<file path="src/rtl/multicycle_controller.sv">
// Multicycle ARM-subset control unit: Moore sequencer, NZCV register and condition evaluation.
// Optional iterative multiply state is enabled by defining MULTICYCLE_MUL_EN.
module multicycle_controller #(
    parameter int MUL_CYCLES = 4
) (
    input  logic       clk,
    input  logic       reset_n,
    input  logic [3:0] Cond,
    input  logic [1:0] Op,
    input  logic [5:0] Funct,
    input  logic [3:0] Rd,
    input  logic [3:0] Mul,
    input  logic [3:0] ALUFlags,
    output logic       PCWrite,
    output logic       AdrSrc,
    output logic       MemWrite,
    output logic       IRWrite,
    output logic       RegWrite,
    output logic       ALUSrcA,
    output logic [1:0] ALUSrcB,
    output logic [1:0] ResultSrc,
    output logic [2:0] ALUControl,
    output logic [1:0] ImmSrc,
    output logic [1:0] RegSrc,
    output logic       MulStart,
    output logic       Undef,
    output logic [3:0] Flags
);
    typedef enum logic [3:0] {
        RST, FETCH, DECODE, MEMADR, MEMRD, MEMWB, MEMWR,
        EXECR, EXECI, ALUWB, BRANCH, MULEX
    } state_t;

    localparam logic [3:0] MUL_LAST = 4'(MUL_CYCLES - 1);

    state_t     state;
    state_t     dec_next;
    logic       dec_undef;
    logic [3:0] mul_cnt;
    logic [3:0] flags_q;
    logic [3:0] cmd;
    logic       n_f, z_f, c_f, v_f;
    logic       cond_ex;
    logic       cmd_ok;
    logic       is_mul;
    logic       is_arith;
    logic [2:0] alu_dec;

    assign Flags    = flags_q;
    assign cmd      = Funct[4:1];
    assign {n_f, z_f, c_f, v_f} = flags_q;
    assign is_mul   = (Op == 2'b00) && (cmd == 4'b0000) && (Mul == 4'b1001);
    assign is_arith = (cmd == 4'b0100) || (cmd == 4'b0010);

    always_comb begin
        case (Cond)
            4'b0000: cond_ex = z_f;
            4'b0001: cond_ex = !z_f;
            4'b0010: cond_ex = c_f;
            4'b0011: cond_ex = !c_f;
            4'b0100: cond_ex = n_f;
            4'b0101: cond_ex = !n_f;
            4'b0110: cond_ex = v_f;
            4'b0111: cond_ex = !v_f;
            4'b1000: cond_ex = c_f && !z_f;
            4'b1001: cond_ex = !c_f || z_f;
            4'b1010: cond_ex = (n_f == v_f);
            4'b1011: cond_ex = (n_f != v_f);
            4'b1100: cond_ex = !z_f && (n_f == v_f);
            4'b1101: cond_ex = z_f || (n_f != v_f);
            4'b1110: cond_ex = 1'b1;
            default: cond_ex = 1'b0;
        endcase
    end

    always_comb begin
        cmd_ok  = 1'b1;
        alu_dec = 3'b000;
        case (cmd)
            4'b0100: alu_dec = 3'b000;
            4'b0010: alu_dec = 3'b001;
            4'b0000: alu_dec = 3'b010;
            4'b1100: alu_dec = 3'b011;
            4'b1101: alu_dec = 3'b101;
            default: cmd_ok  = 1'b0;
        endcase
    end

    // The multiply pattern is checked before the command table so that it
    // never falls through to AND.
    always_comb begin
        dec_next  = FETCH;
        dec_undef = 1'b0;
        if (cond_ex) begin
            case (Op)
                2'b01: dec_next = MEMADR;
                2'b10: dec_next = BRANCH;
                2'b11: dec_undef = 1'b1;
                default: begin
                    if (is_mul) begin
`ifdef MULTICYCLE_MUL_EN
                        dec_next = MULEX;
`else
                        dec_undef = 1'b1;
`endif
                    end else if (!cmd_ok) begin
                        dec_undef = 1'b1;
                    end else if (Funct[5]) begin
                        dec_next = EXECI;
                    end else begin
                        dec_next = EXECR;
                    end
                end
            endcase
        end
    end

    always_ff @(posedge clk or negedge reset_n) begin
        if (!reset_n) begin
            state   <= RST;
            mul_cnt <= 4'd0;
            flags_q <= 4'd0;
        end else begin
            case (state)
                RST:    state <= FETCH;
                FETCH:  state <= DECODE;
                DECODE: state <= dec_next;
                MEMADR: state <= Funct[0] ? MEMRD : MEMWR;
                MEMRD:  state <= MEMWB;
                MEMWB:  state <= FETCH;
                MEMWR:  state <= FETCH;
                EXECR:  state <= ALUWB;
                EXECI:  state <= ALUWB;
                BRANCH: state <= FETCH;
                ALUWB: begin
                    state <= FETCH;
                    if (Funct[0]) begin
                        flags_q[3:2] <= ALUFlags[3:2];
                        if (is_arith) flags_q[1:0] <= ALUFlags[1:0];
                    end
                end
                MULEX: begin
                    if (mul_cnt == MUL_LAST) begin
                        mul_cnt <= 4'd0;
                        state   <= ALUWB;
                    end else begin
                        mul_cnt <= mul_cnt + 4'd1;
                    end
                end
                default: state <= RST;
            endcase
        end
    end

    always_comb begin
        PCWrite    = 1'b0;
        AdrSrc     = 1'b0;
        MemWrite   = 1'b0;
        IRWrite    = 1'b0;
        RegWrite   = 1'b0;
        ALUSrcA    = 1'b0;
        ALUSrcB    = 2'b00;
        ResultSrc  = 2'b00;
        ALUControl = 3'b000;
        ImmSrc     = 2'b00;
        RegSrc     = 2'b00;
        MulStart   = 1'b0;
        Undef      = 1'b0;
        if (state != RST) begin
            ImmSrc = Op;
            RegSrc = {Op == 2'b01, Op == 2'b10};
        end
        case (state)
            FETCH: begin
                IRWrite = 1'b1; PCWrite = 1'b1; ALUSrcA = 1'b1;
                ALUSrcB = 2'b10; ResultSrc = 2'b10;
            end
            DECODE: begin
                ALUSrcA = 1'b1; ALUSrcB = 2'b10; ResultSrc = 2'b10;
                Undef = dec_undef;
            end
            MEMADR: ALUSrcB = 2'b01;
            MEMRD:  AdrSrc = 1'b1;
            MEMWB: begin
                ResultSrc = 2'b01; RegWrite = 1'b1;
            end
            MEMWR: begin
                AdrSrc = 1'b1; MemWrite = 1'b1;
            end
            EXECR: ALUControl = alu_dec;
            EXECI: begin
                ALUSrcB = 2'b01; ALUControl = alu_dec;
            end
            ALUWB: begin
                RegWrite = 1'b1;
                PCWrite  = (Rd == 4'd15);
`ifdef MULTICYCLE_MUL_EN
                ResultSrc = is_mul ? 2'b11 : 2'b00;
`endif
            end
            BRANCH: begin
                ALUSrcB = 2'b01; ResultSrc = 2'b10; PCWrite = 1'b1;
            end
            MULEX: begin
`ifdef MULTICYCLE_MUL_EN
                MulStart = (mul_cnt == 4'd0);
`endif
            end
            default: ;
        endcase
    end
endmodule

</file>
<file path="config.mk">
export PLATFORM = sky130hd
export DESIGN_NAME = multicycle_controller
export DESIGN_NICKNAME = d
export VERILOG_FILES = /design/src/rtl/multicycle_controller.sv
export SDC_FILE = /design/constraint.sdc
export NUM_CORES = 1
export LEC_CHECK = 0
export ABC_AREA = 1
export CORE_MARGIN = 4
export CORE_UTILIZATION = 45
export DETAILED_ROUTE_END_ITERATION = 8
export DONT_BUFFER_PORTS = 1
export SYNTH_ARGS = -nofsm -noshare
export SYNTH_HDL_FRONTEND = slang
export SYNTH_SLANG_ARGS = --single-unit
export TNS_END_PERCENT = 50
</file>
<file path="constraint.sdc">
create_clock -name clk -period 1.5 [get_ports clk]
set_clock_uncertainty 0.05 [all_clocks]
set_input_delay 0.3 -clock clk [delete_from_list [all_inputs] [get_ports clk]]
set_output_delay 0.3 -clock clk [all_outputs]
set_load 0.02 [all_outputs]
</file>
==> results of run 1 <==
[cells in the mapped netlist (all sizes together)]
cell type	n
a21boi	1
nand2	49
o21ai	7
nand3	20
conb	1
a21oi	9
dfrtp	12
o211ai	1
nor3	1
a31oi	1
clkinv	1
ha	6
xnor2	1
buf	2
mux2	1
nor2	37
nand4	2
a21o	1
inv	42
nor4	1
o22ai	3
[power by group]
part | total (mW) | internal, mW | switching, mW
Clock | 0.246 | 0.147 | 0.0982
Sequential | 0.559 | 0.438 | 0.121
Combinational | 1.97 | 0.796 | 1.18
[metal layers]
metal	vias to the layer above	global-route usage, %	part of all wire [%]
li1	705	-	-
met3	4	2.34	8.0
met2	43	30.1	48
met5	-	0	0
met1	610	25.6	43
met4	0	3.72	0.71
[what timing repair did]
item,4_1_cts,5_1_grt
buffers inserted,1,1
endpoints found under the setup margin,18,27
endpoints found under the hold margin,12,0
gates resized for setup,16,9
pin swaps,4,3
hold buffers,1,0
[worst max-delay path: cells and delay by family (launching register included)]
family | cells | cell delay, ps
AND/OR/NAND/NOR | 2 | 290
buffers and inverters | 4 | 390
AO/OA/AOI/OAI | 1 | 130
flip-flops | 1 | 400
[kinds of logic (layout without fill, tap and decap cells)]
family	after synthesis	after routing	synth area share, %
simple gates	110	110	41.9
mux	1	1	0.906
buf+inv	45	89	14.6
flops	12	12	24.2
compound gates	23	23	11.4
xor+xnor	1	1	0.705
fa+ha+maj	6	6	6.04
other cells	1	1	0.302
[registers in the layout, summed over array words and instances, names as in the netlist]
signal and cells:
mul_cnt 4, Flags 4, state 4
[cell type report]
cell class	count	area, µm²
fill	236	866
sequential	12	302
inverter	43	163
timing repair buffer	42	322
clock buffer	4	36.3
tap	30	37.5
multi-input combinational	142	820
[per-stage QoR]
step / setup slack, ps / util, % / total power [mW] / cells / TNS [ps]
final: -312 / 66.0 / 2.78 / 273 / -4090
after global routing: -408 / 66.0 / 2.97 / 273 / -6080
after CTS: -310 / 64.8 / 2.73 / 272 / -4070
after detailed placement: -75.2 / 61.5 / 2.34 / 266 / -143
after global placement: -24.6 / 61.5 / 2.30 / 266 / -30.0
after floorplan: -82.7 / - / 1.65 / 199 / -143
[final timing paths]
kind	slack, ps	end
min in group asynchronous	400	mul_cnt[3]
max in group asynchronous	630	Flags[2]
hold / removal	110	Flags[3]
setup reg to reg	-130	state[1]
setup / recovery	-310	ALUControl[2]
hold reg to reg	430	mul_cnt[3]
==> results by group, run 1 <==
Drt
  • Number of remaining DRC errors: 0
  • Detailed-route via count: 1,362
  • Detailed-routing iteration count for the pre-antenna-repair pass: 4
  • Post-DR vias/cell: 4.99
  • Number of design-rule violations left by the first detailed-router iteration: 48
  • Routed Antenna Nets: 0
  • Total Routed Length: 3250 µm
  • Post-detailed-route wirelength per cell: 11.9 µm

Clock tree
  • Worst-path clk slew: 70 ps
  • Clock latency reported for the late side of the worst-skew pair: 260 ps
  • Maximum buffer depth of the clock tree: 2
  • Clock buffers created by TritonCTS: 3
  • Clock tree from TritonCTS: yes
  • TritonCTS Sinks: 12
  • Number of levels the H-tree was split into: 1
  • Clock root buffer: sky130_fd_sc_hd__clkbuf_4

GRT
  • Number of antenna violations at the first check in global routing: 0
  • Grt ovf: 0
  • Number of global-route vias before repair: 1,194
  • Global-route wire length before repair: 5140 µm
  • Maximum number of pins on one net before global-route repair: 13
  • Global Route Usage Sum: 18.2%

Cells and area
  • Area overhead of the layout relative to synthesis: 35.1%
  • Final layout net count: 276
  • Highest-count cells in the layout ignoring fill and taps: 41 x sky130_fd_sc_hd__nand2_1, 40 x sky130_fd_sc_hd__buf_4, 26 x sky130_fd_sc_hd__nor2_1
  • Number of antenna diodes: 0
  • Most common library cell in the layout ignoring fill and taps: sky130_fd_sc_hd__nand2_1
  • Final std cell area, no fill: 1680 µm²
  • Share of cells above drive strength 1: 39.9%

Synth
  • Mean instance size in the synthesized netlist: 6.24 µm²
  • Dominant cells by area after synthesis: sky130_fd_sc_hd__dfrtp_1 24%, sky130_fd_sc_hd__nand2_1 13%, sky130_fd_sc_hd__inv_1 9.7%
  • Synth Warn #: 0
  • Yosys cell types: 31
  • Synthesis-stage register bit count: 12
  • Yosys top cell area share: 24.2%
  • Synthesized Nets: 231
  • Share of the yosys chip area belonging to registers: 24.2%
  • Count of mapped cells out of synthesis: 199
  • Library cell occupying the most area in the post-synthesis netlist: sky130_fd_sc_hd__dfrtp_1
  • Synth Cell Area: 1240 µm²

Setup path
  • Startpoint of the worst register-to-register path: state[0]
  • Setup CP Type: flop to primary output
  • Delay of the slowest critical-path stage: 400 ps
  • Max stage delay cell, worst path: sky130_fd_sc_hd__dfrtp_1
  • Most repeated library cell on the critical path: sky130_fd_sc_hd__inv_2
  • CP Launch Type: flop
  • Worst setup startpoint: state[3]
  • Data arrival time of the worst path: 1460 ps
  • R2r worst-path depth: 11
  • Kind of end point of the critical path: primary output
  • Worst Path Max Fanout: 3
  • Critical-path cell list: inv_2 > nor2_2 > inv_2 > o22ai_4 > inv_2 > nor4_4 > buf_4
  • Endpoint required time on the critical path: 1150 ps

STA
  • Setup repair after global routing missed its margin: true
  • Max Freq: 0.552 GHz
  • Shortest period the worst path allows: 1810 ps
  • Worst hold margin: 112 ps
  • Setup slack after layout: -312 ps
  • Worst-margin pin slew: 527 ps
  • Slew HR: 64.8%
  • Final setup fails: 20
  • Hold Vio Cnt, Final: 0
  • Max-slew violations: 0
  • Post-route clock period utilization: 121%

Place
  • Number of buffers inserted by port buffering: 0
  • Detailed Place HPWL: 2770 µm
  • Final GP Congestion: 0.860
  • Placed inst area: 1570 µm²

Pwr
  • Pwr Density: 1650 nW/µm²
  • Leakage: 0.917 nW
  • Worst voltage drop across the vdd grid: 1.46 mV

Worst hold path
  • Worst Hold Depth: 2
  • Hold path start: ALUFlags[3]
  • Class of the worst hold path: primary input to flop

Floorplanning
  • Total number of placement rows: 18
  • Initial cell density of the core: 48.8%
  • Die footprint: 3670 µm²
  • Number of top-level pins: 49
  • Chip width: 60.5 µm
  • Die height: 60.5 µm
  • Area of the core region: 2540 µm²

Run status
  • Violated checks: setup timing
  • Result of the run: finished, violations left

Flow run
  • Number of maximum-capacitance constraint violations: 0
(Power assumes the default switching activity.)
==> run 2: changes to the inputs <==
--- a/config.mk
+++ b/config.mk
@@ -6,6 +6,7 @@
 export NUM_CORES = 1
 export LEC_CHECK = 0
 export ABC_AREA = 1
+export CORE_ASPECT_RATIO = 1.25
 export CORE_MARGIN = 4
 export CORE_UTILIZATION = 45
 export DETAILED_ROUTE_END_ITERATION = 8
==> results by group, run 2 (synthesized netlist as in run 1, its figures left out) <==
Cells and area
  • Area overhead of the layout relative to synthesis: 35.3%
  • Share of cells above drive strength 1: 41.4% (+1.5 points)
  • Highest-count cells in the layout ignoring fill and taps: 41 x sky130_fd_sc_hd__nand2_1, 35 x sky130_fd_sc_hd__buf_4, 24 x sky130_fd_sc_hd__nor2_1
  • Final core utilization: 63.4% (-2.6 points)
  • Number of antenna diodes: 0 (unchanged)
  • Final std cell area, no fill: 1680 µm² (+0.15%)
  • FILL cells: 250 (+5.9%)
  • Register area: 304 µm² (+0.83%)
  • Final layout net count: 272 (-1.4%)
  • Combined area of the multi-input logic cells: 841 µm² (+2.6%)
  • Most common library cell in the layout ignoring fill and taps: sky130_fd_sc_hd__nand2_1

Drt
  • Detailed-route via count: 1,365 (+0.22%)
  • Detailed-routing iteration count for the pre-antenna-repair pass: 4 (unchanged)
  • Routed Antenna Nets: 0 (unchanged)
  • Post-DR vias/cell: 5.00 (+0.22%)
  • Post-detailed-route wirelength per cell: 12.1 µm (+1.9%)
  • Total Routed Length: 3320 µm (+1.9%)
  • Number of remaining DRC errors: 0 (unchanged)
  • Number of design-rule violations left by the first detailed-router iteration: 25 (-48%)

Setup path
  • Kind of end point of the critical path: primary output
  • CP Launch Type: flop
  • Data arrival time of the worst path: 1460 ps (about the same)
  • Worst Path Max Fanout: 3 (unchanged)
  • Setup CP Type: flop to primary output
  • Endpoint required time on the critical path: 1150 ps (about the same)

Place
  • Final GP Congestion: 0.865 (+0.58%)
  • Detailed Place HPWL: 2700 µm (-2.5%)
  • Number of buffers inserted by port buffering: 0 (unchanged)
  • Placed inst area: 1550 µm² (-1.1%)

GRT
  • Number of antenna violations at the first check in global routing: 0 (unchanged)
  • Grt ovf: 0 (unchanged)
  • Most crowded layer after global routing: met2
  • Global-route wire length before repair: 5380 µm (+4.6%)
  • Number of global-route vias before repair: 1,374 (+15%)
  • Met1 Track Usage GR: 20.2% (-5.4 points)
  • Met2 global-route usage: 37.7% (+7.6 points)
  • Maximum number of pins on one net before global-route repair: 13 (unchanged)
  • GR Layer Usage met3: 2.24% (-0.10 points)
  • Global Route Usage Sum: 19.6% (+1.4 points)

STA
  • Max-slew violations: 0 (unchanged)
  • Final setup fails: 20 (unchanged)
  • Hold Vio Cnt, Final: 0 (unchanged)
  • Slew HR: 63.7% (-1.0 points)
  • Setup repair after global routing missed its margin: true
  • Worst-margin pin slew: 542 ps (+15.4 ps)
  • Shortest period the worst path allows: 1810 ps (+0.379 ps)
  • Setup slack after layout: -313 ps (-0.379 ps)
  • Post-route clock period utilization: 121% (about the same)
  • Max Freq: 0.552 GHz (about the same)

Pwr
  • Pwr Density: 1660 nW/µm² (+0.64%)
  • Reported net switching power: 1.44 mW (+3.1%)
  • Switching part of the total: 51.4% (+1.2 points)
  • Comb pwr share: 70.2% (-0.8 points)
  • Worst voltage drop across the vdd grid: 0.937 mV (-36%)
  • Leakage: 0.890 nW (-3.0%)
  • Fraction of power consumed by the clock network: 9.3% (+0.5 points)
  • Power Internal: 1.36 mW (-1.6%)
  • Fraction of power consumed by sequential logic: 20.5% (+0.4 points)

Clock tree
  • TritonCTS Sinks: 12 (unchanged)
  • Number of levels the H-tree was split into: 1 (unchanged)
  • Worst-path clk slew: 80 ps (about the same)
  • Clock latency reported for the late side of the worst-skew pair: 270 ps (about the same)
  • Clock tree from TritonCTS: yes
  • Maximum buffer depth of the clock tree: 2 (unchanged)
  • Clock root buffer: sky130_fd_sc_hd__clkbuf_4
  • Clock buffers created by TritonCTS: 3 (unchanged)

Floorplanning
  • Number of top-level pins: 49 (unchanged)
  • Initial cell density of the core: 46.8% (-2.0 points)
  • Die height: 66.7 µm (+10%)
  • Chip width: 55.0 µm (-9.2%)
  • Total number of placement rows: 21 (+3)
  • Area of the core region: 2650 µm² (+4.3%)
  • Die footprint: 3670 µm² (+0.13%)

Flow run
  • Number of maximum-capacitance constraint violations: 0 (unchanged)

Run status
  • Result of the run: finished, violations left
  • Violated checks: setup timing

Worst hold path
  • Class of the worst hold path: primary input to flop
[run 2: metal layers]
metal / vias to the layer above / part of all wire [%]
met5: - / 0
met4: 0 / 1.4
met3: 6 / 4.8
met2: 39 / 56
met1: 626 / 38
li1: 694 / -
[run 2: critical path, stage by stage, from the launching register on]
cell                      delay (ps)
sky130_fd_sc_hd__dfrtp_2         410
sky130_fd_sc_hd__inv_2            70
sky130_fd_sc_hd__nor2_4          110
sky130_fd_sc_hd__inv_2            60
sky130_fd_sc_hd__o22ai_4         160
sky130_fd_sc_hd__inv_2            70
sky130_fd_sc_hd__nor4_4          130
sky130_fd_sc_hd__buf_4           180
[run 2: through the flow]
step	setup WS (ps)	power [mW]	std cells	setup TNS (ps)	hold WS, ps
final	-313	2.80	273	-4050	106
after global routing	-410	3.03	273	-5890	95.8
after CTS	-316	2.63	273	-4360	105
after detailed placement	-46.7	2.29	267	-78.5	-45.4
after global placement	-26.3	2.26	267	-40.6	-45.3
after floorplan	-82.7	1.65	199	-143	-45.6
[run 2: final cells by class]
type / instances / share of cell area (%)
clock buffers: 4 / 2.16
inverters: 43 / 9.67
multi-input cells: 142 / 50.0
flip-flops and latches: 12 / 18.1
well taps: 34 / 2.53
repair buffers: 38 / 17.6
[run 2: repair_timing]
action	4_1_cts	5_1_grt
pin swaps	2	5
hold endpoints to repair	12	0
resized for setup	11	23
setup endpoints to repair	18	28
hold buffers	1	0
buffers inserted	1	0
[run 2: power by group through the flow]
stage | Clock [mW] | Combinational, mW | Sequential (mW)
after CTS | 0.265 | 1.82 | 0.546
final | 0.260 | 1.96 | 0.574
after global placement | 0 | 1.72 | 0.538
after detailed placement | 0 | 1.74 | 0.547
after floorplan | 0 | 1.06 | 0.588
after global routing | 0.279 | 2.16 | 0.589
[run 2: path summary, 6_finish.rpt]
kind	startpoint	endpoint	slack [ps]	cells past startpoint
min	ALUFlags[2]	Flags[2]	110	2
max in group asynchronous	reset_n	state[2]	620	1
max	state[2]	ALUControl[2]	-310	7
max reg2reg	state[0]	state[2]	-10	8
min in group asynchronous	reset_n	mul_cnt[3]	390	1
min reg2reg	mul_cnt[3]	mul_cnt[3]	430	1
